**src/rtl/idex_pkg.sv**
```systemverilog
// idex_pkg: ID/EX control field layout, entry type and skid-buffer state encodings
package idex_pkg;
    localparam int WB_W    = 2;
    localparam int MEM_W   = 3;
    localparam int EX_W    = 4;
    localparam int EX_OFF  = 0;
    localparam int MEM_OFF = EX_OFF + EX_W;
    localparam int WB_OFF  = MEM_OFF + MEM_W;
    localparam int CTL_TOT = WB_W + MEM_W + EX_W;
    typedef struct packed {
        logic [CTL_TOT-1:0] ctl;
        logic [31:0]        npc;
        logic [31:0]        rd1;
        logic [31:0]        rd2;
        logic [31:0]        imm;
        logic [4:0]         rt;
        logic [4:0]         rd;
    } entry_t;
    typedef enum logic [1:0] {EMPTY = 2'd0, ONE = 2'd1, FULL = 2'd2} state_t;
endpackage

```
**src/rtl/idex_skid_buf.sv**
```systemverilog
// idex_skid_buf: two-entry skid buffer with registered in_ready and out_valid
module idex_skid_buf
    import idex_pkg::*;
#(
    parameter int W = 8
) (
    input  logic         clk,
    input  logic         rst,
    input  logic         clr,
    input  logic         in_valid,
    output logic         in_ready,
    input  logic [W-1:0] in_data,
    output logic         out_valid,
    input  logic         out_ready,
    output logic [W-1:0] out_data
);
    state_t state;
    logic [W-1:0] skid;
    always_ff @(posedge clk) begin
        if (rst) begin
            state     <= EMPTY;
            out_data  <= '0;
            skid      <= '0;
            out_valid <= 1'b0;
            in_ready  <= 1'b1;
        end else if (clr) begin
            state     <= EMPTY;
            out_valid <= 1'b0;
            in_ready  <= 1'b1;
        end else begin
            case (state)
                EMPTY: if (in_valid) begin
                    out_data  <= in_data;
                    state     <= ONE;
                    out_valid <= 1'b1;
                end
                ONE: if (in_valid && out_ready) begin
                    out_data <= in_data;
                end else if (in_valid) begin
                    skid     <= in_data;
                    state    <= FULL;
                    in_ready <= 1'b0;
                end else if (out_ready) begin
                    state     <= EMPTY;
                    out_valid <= 1'b0;
                end
                FULL: if (out_ready) begin
                    out_data <= skid;
                    state    <= ONE;
                    in_ready <= 1'b1;
                end
                default: begin
                    state     <= EMPTY;
                    out_valid <= 1'b0;
                    in_ready  <= 1'b1;
                end
            endcase
        end
    end
endmodule

```
**src/rtl/idex_pipe_reg.sv**
```systemverilog
// idex_pipe_reg: ID/EX pipeline register with skid buffer, flush and ctl masking;
// IDEX_PERF_CNT_EN adds saturating stall_cnt/bubble_cnt outputs
module idex_pipe_reg
    import idex_pkg::*;
#(
    parameter int DATA_W = 32,
    parameter int REG_W  = 5,
    parameter int CTL_W  = CTL_TOT
) (
    input  logic                clk,
    input  logic                rst,
    input  logic                flush,
    input  logic                in_valid,
    output logic                in_ready,
    input  logic [CTL_W-1:0]    in_ctl,
    input  logic [4*DATA_W-1:0] in_data,
    input  logic [2*REG_W-1:0]  in_regs,
    output logic                out_valid,
    input  logic                out_ready,
    output logic [CTL_W-1:0]    out_ctl,
    output logic [4*DATA_W-1:0] out_data,
    output logic [2*REG_W-1:0]  out_regs
`ifdef IDEX_PERF_CNT_EN
    ,
    output logic [31:0]         stall_cnt,
    output logic [31:0]         bubble_cnt
`endif
);
    localparam int W = CTL_W + 4*DATA_W + 2*REG_W;
    logic [W-1:0] q;
    idex_skid_buf #(.W(W)) u_buf (
        .clk(clk),
        .rst(rst),
        .clr(flush),
        .in_valid(in_valid),
        .in_ready(in_ready),
        .in_data({in_ctl, in_data, in_regs}),
        .out_valid(out_valid),
        .out_ready(out_ready),
        .out_data(q)
    );
    // a bubble must never write back or touch memory
    assign out_ctl  = out_valid ? q[W-1 -: CTL_W] : '0;
    assign out_data = q[2*REG_W +: 4*DATA_W];
    assign out_regs = q[2*REG_W-1:0];
`ifdef IDEX_PERF_CNT_EN
    always_ff @(posedge clk) begin
        if (rst) begin
            stall_cnt  <= '0;
            bubble_cnt <= '0;
        end else begin
            if (out_valid && !out_ready && !(&stall_cnt)) stall_cnt <= stall_cnt + 32'd1;
            if (!out_valid && !(&bubble_cnt)) bubble_cnt <= bubble_cnt + 32'd1;
        end
    end
`endif
endmodule

```
**config.mk**
```make
export PLATFORM = sky130hd
export DESIGN_NAME = idex_pipe_reg
export DESIGN_NICKNAME = d
export VERILOG_FILES = /design/src/rtl/idex_pkg.sv /design/src/rtl/idex_skid_buf.sv /design/src/rtl/idex_pipe_reg.sv
export SDC_FILE = /design/constraint.sdc
export NUM_CORES = 1
export LEC_CHECK = 0
export ABC_CLOCK_PERIOD_IN_PS = 4600
export BUFFER_PORTS_ARGS = -buffer_cell sky130_fd_sc_hd__clkbuf_2
export CAP_MARGIN = 30
export CORE_AREA = 2 2 198 200
export CTS_BUF_LIST = sky130_fd_sc_hd__clkbuf_8
export CTS_CLUSTER_DIAMETER = 60
export DETAILED_ROUTE_END_ITERATION = 7
export DIE_AREA = 0 0 200 202
export GPL_TIMING_DRIVEN = 0
export PLACE_DENSITY = 0.68
export SYNTH_ARGS = -nofsm -noshare
export SYNTH_HDL_FRONTEND = slang
export SYNTH_SLANG_ARGS = --single-unit
```
**constraint.sdc**
```tcl
create_clock -name clk -period 4.6 [get_ports clk]
set_input_delay 0.69 -clock clk [delete_from_list [all_inputs] [get_ports clk]]
set_output_delay 0.69 -clock clk [all_outputs]
set_load 0.1 [all_outputs]
```
==> flow_summary_export.csv <==
group,metric,value,unit
synthesis,synth_common_cells,"dfxtp_1 (298), nand2_1 (297), a21oi_1 (150)",
routing,first_iter_violations,621,
global_routing,grt.total_usage,0.221,
global_routing,overflow,0,
cells_and_area,drive_gt1_frac,0.347,
synthesis,yosys_warnings,0,
synthesis,synthFlopType,"dfxtp_1",
place,dpl.hpwl,32500,um
timing,setup_violations,0,
timing,clock_skew,18.5,ps
routing,final_antenna_net_count,0,
critical_path,worst_ep_arrival_time,2150,ps
critical_path,crit_required,3910,ps
synthesis,synth.most_common_cell,"dfxtp_1",
timing,slew_headroom,0.395,
floorplan,core,38300,um2
floorplan,die_area,40400,um2
critical_path,worst_setup_path_end_kind,"primary output",
power_and_ir_drop,p_sw_frac,0.315,
critical_path,path_delay_family,"buffers and inverters",
timing,final.setup.worst_slack,1760,ps
critical_path,r2r.worst_path.cells,6,
routing,firstDrtPassIters,5,
worst_hold_path,hold_start,"in_data[35]",
clock_network,cts_resized,0,
timing,drv_slew,0,
cells_and_area,area_delta_synth_final,21.9,%
floorplan,start_util,0.397,
floorplan,num_io_pins,301,
timing,hold_viol_final,0,
outcome,status,"complete, no violations",
clock_network,hold_buffers,0,
timing,rsz0062_at_grt,"false",
routing,routed_via_density,4.99,
synthesis,avgSynthCellArea,9.13,um2
synthesis,synth_nets,1817,
place,io_buffers,298,
synthesis,yosys-top-cells-area,"dfxtp_1 (39%), o41ai_2 (13%), mux2i_1 (9.7%)",
global_routing,grt_pass1_vias,12800,
routing,wl_per_cell,17.5,um
timing,fin_crit,2840,ps
timing,max_freq,352,MHz
synthesis,yosys_register_bits,298,
global_routing,grt_start_max_net_pins,14,
critical_path,cp_max_fo,11,
routing,drcViolationCount,0,
worst_hold_path,hp-class,"in2reg",
cells_and_area,num-fill-cells,3675,
clock_network,cts_tree,"yes",
synthesis,synth_top_area_share,0.393,
clock_network,htreeDepth,2,
cells_and_area,multi_input_area,7370,um2
timing,hold_slack,294,ps
clock_network,clk_latency,630,ps
routing,vias,12900,
routing,routed_wl,45200,um
clock_network,cts_root_buf,"clkbuf_8",
synthesis,synthCells,1665,
timing,setup-tns-final,0,ps
power_and_ir_drop,max-vdd-ir-drop,0.235,mV
timing,worst-slew-pin-transition,908,ps
critical_path,rr_startpoint,"u_buf.state[0]$_SDFFE_PP0P_",
power_and_ir_drop,p_seq_frac,0.412,
power_and_ir_drop,p_int,4.50,mW
job,drv_cap,0,
clock_network,cts_buffers,52,
synthesis,postSynth.asyncResetShare,0,
place,dpl_worst_slack,1890,ps
critical_path,path_class,"reg2out",
power_and_ir_drop,combPwrFrac,0.180,
floorplan,die-height,202,um
synthesis,syn_area,15200,um2
cells_and_area,register_area,5970,um2
synthesis,synth_edf_count,0,
critical_path,crit_buf_inv,2,
timing,post-route-period-util,0.617,
clock_network,clock_sinks,298,
cells_and_area,fin_nets,2171,
floorplan,fp.dieW,200,um
critical_path,rr_endpoint,"u_buf.skid[36]$_SDFFE_PP0P_",
global_routing,antenna_found_initial,2,
synthesis,yosysUniqueCellTypes,28,
clock_network,cts.reportedPaths.clkPinSlew,70,ps
critical_path,path_cells,"clkbuf_1, and2_1, clkbuf_2",
power_and_ir_drop,total_power,6.57,mW
global_routing,grt_pass1_wl,70100,um
worst_hold_path,whs_path_depth,3,
synthesis,post-synth-top-area-cell,"dfxtp_1",
critical_path,rrSetupSlack,2630,ps
clock_network,cts_buffer_depth,3,
synthesis,ys_seq_area_frac,0.393,
clock_network,post_cts_buffers,0,
power_and_ir_drop,p_sw,2.07,mW
floorplan,row_count,72,
critical_path,slowest_delay,470,ps
worst_hold_path,holdPathEnd,"u_buf.skid[45]$_SDFFE_PP0P_",
power_and_ir_drop,power_density,354,nW/um2
critical_path,slowest_stage,"clkbuf_2",
place,gp_congestion,0.813,
critical_path,startpoint_type,"flip-flop",
power_and_ir_drop,leakagePower,8.88,nW
place,placed_cell_area,17300,um2
power_and_ir_drop,pwr-share-clk,0.409,
cells_and_area,stdcell_area,18500,um2
stage by stage:
step | util | std cells
floorplan | - | 1665
global placement | 0.453 | 2481
detailed placement | 0.453 | 2482
CTS | 0.483 | 2578
global route | 0.484 | 2580
finish | 0.484 | 2582
metal layers:
metal | global-route usage | up-vias | share of wire
li1 | - | 6374 | -
met1 | 0.282 | 6131 | 0.44
met2 | 0.361 | 301 | 0.48
met3 | 0.0496 | 74 | 0.056
met4 | 0.0831 | 0 | 0.027
met5 | 0 | - | 0
cell families (layout without fill, tap and decap cells):
logic type             after synthesis  count (layout)  synth area share
AND/OR/NAND/NOR                    466             466             0.143
other                                0               3                 0
flip-flops                         298             298             0.393
multiplexers                       147             147            0.0968
buffers and inverters              304             700             0.123
AO/OA/AOI/OAI                      450             450             0.245
registers in the layout, indices dropped and copies added, names as in the netlist:
name,cells
u_buf.out_data,147
u_buf.out_valid,1
u_buf.skid,147
u_buf.state,2
u_buf.in_ready,1
power by group through the flow:
stage | sequential [mW] | clock, mW | combinational, mW
final | 2.70 | 2.68 | 1.18
after global routing | 2.71 | 2.86 | 1.24
after CTS | 2.70 | 2.74 | 1.18
after detailed placement | 2.76 | 0 | 1.18
after global placement | 2.75 | 0 | 1.17
after floorplan | 2.75 | 0 | 0.901
layout make-up:
cell class / instances / area share
timing repair buffer: 300 / 0.0821
sequential: 298 / 0.322
clock inverter: 29 / 0.0123
clock buffer: 67 / 0.0498
inverter: 2 / 0.000405
multi-input combinational: 1063 / 0.398
tap: 518 / 0.0350
buffer: 302 / 0.100
antenna: 3 / 0.000405
cell usage in the layout, fill, tap and decap left out, drive strengths merged:
cell type	n
clkbuf	448
dfxtp	298
nand2	297
buf	221
a21oi	151
o21ai	150
mux2i	147
nor2b	147
o41ai	147
inv	20
and2	10
clkinv	5
bufinv	4
diode	3
nand2b	3
nor3	3
nor2	2
clkinvlp	2
and2b	1
and3b	1
or3	1
nand3	1
a2111oi	1
o211ai	1
worst max path at each step:
stage | startpoint | endpoint | cells after the start
floorplan | u_buf.out_valid$_SDFFE_PP0P_ | out_ctl[0] | 2
global placement | rst | u_buf.skid[26]$_SDFFE_PP0P_ | 5
detailed placement | rst | u_buf.skid[125]$_SDFFE_PP0P_ | 4
CTS | u_buf.out_valid$_SDFFE_PP0P_ | out_ctl[8] | 3
global route | u_buf.out_valid$_SDFFE_PP0P_ | out_ctl[8] | 3
finish | u_buf.out_valid$_SDFFE_PP0P_ | out_ctl[7] | 3
worst min-delay path, cell delays in order:
cell      delay, ps
clkbuf_2         90
nand2_1          50
a21oi_1          50
Power figures use the tool's default switching activity.
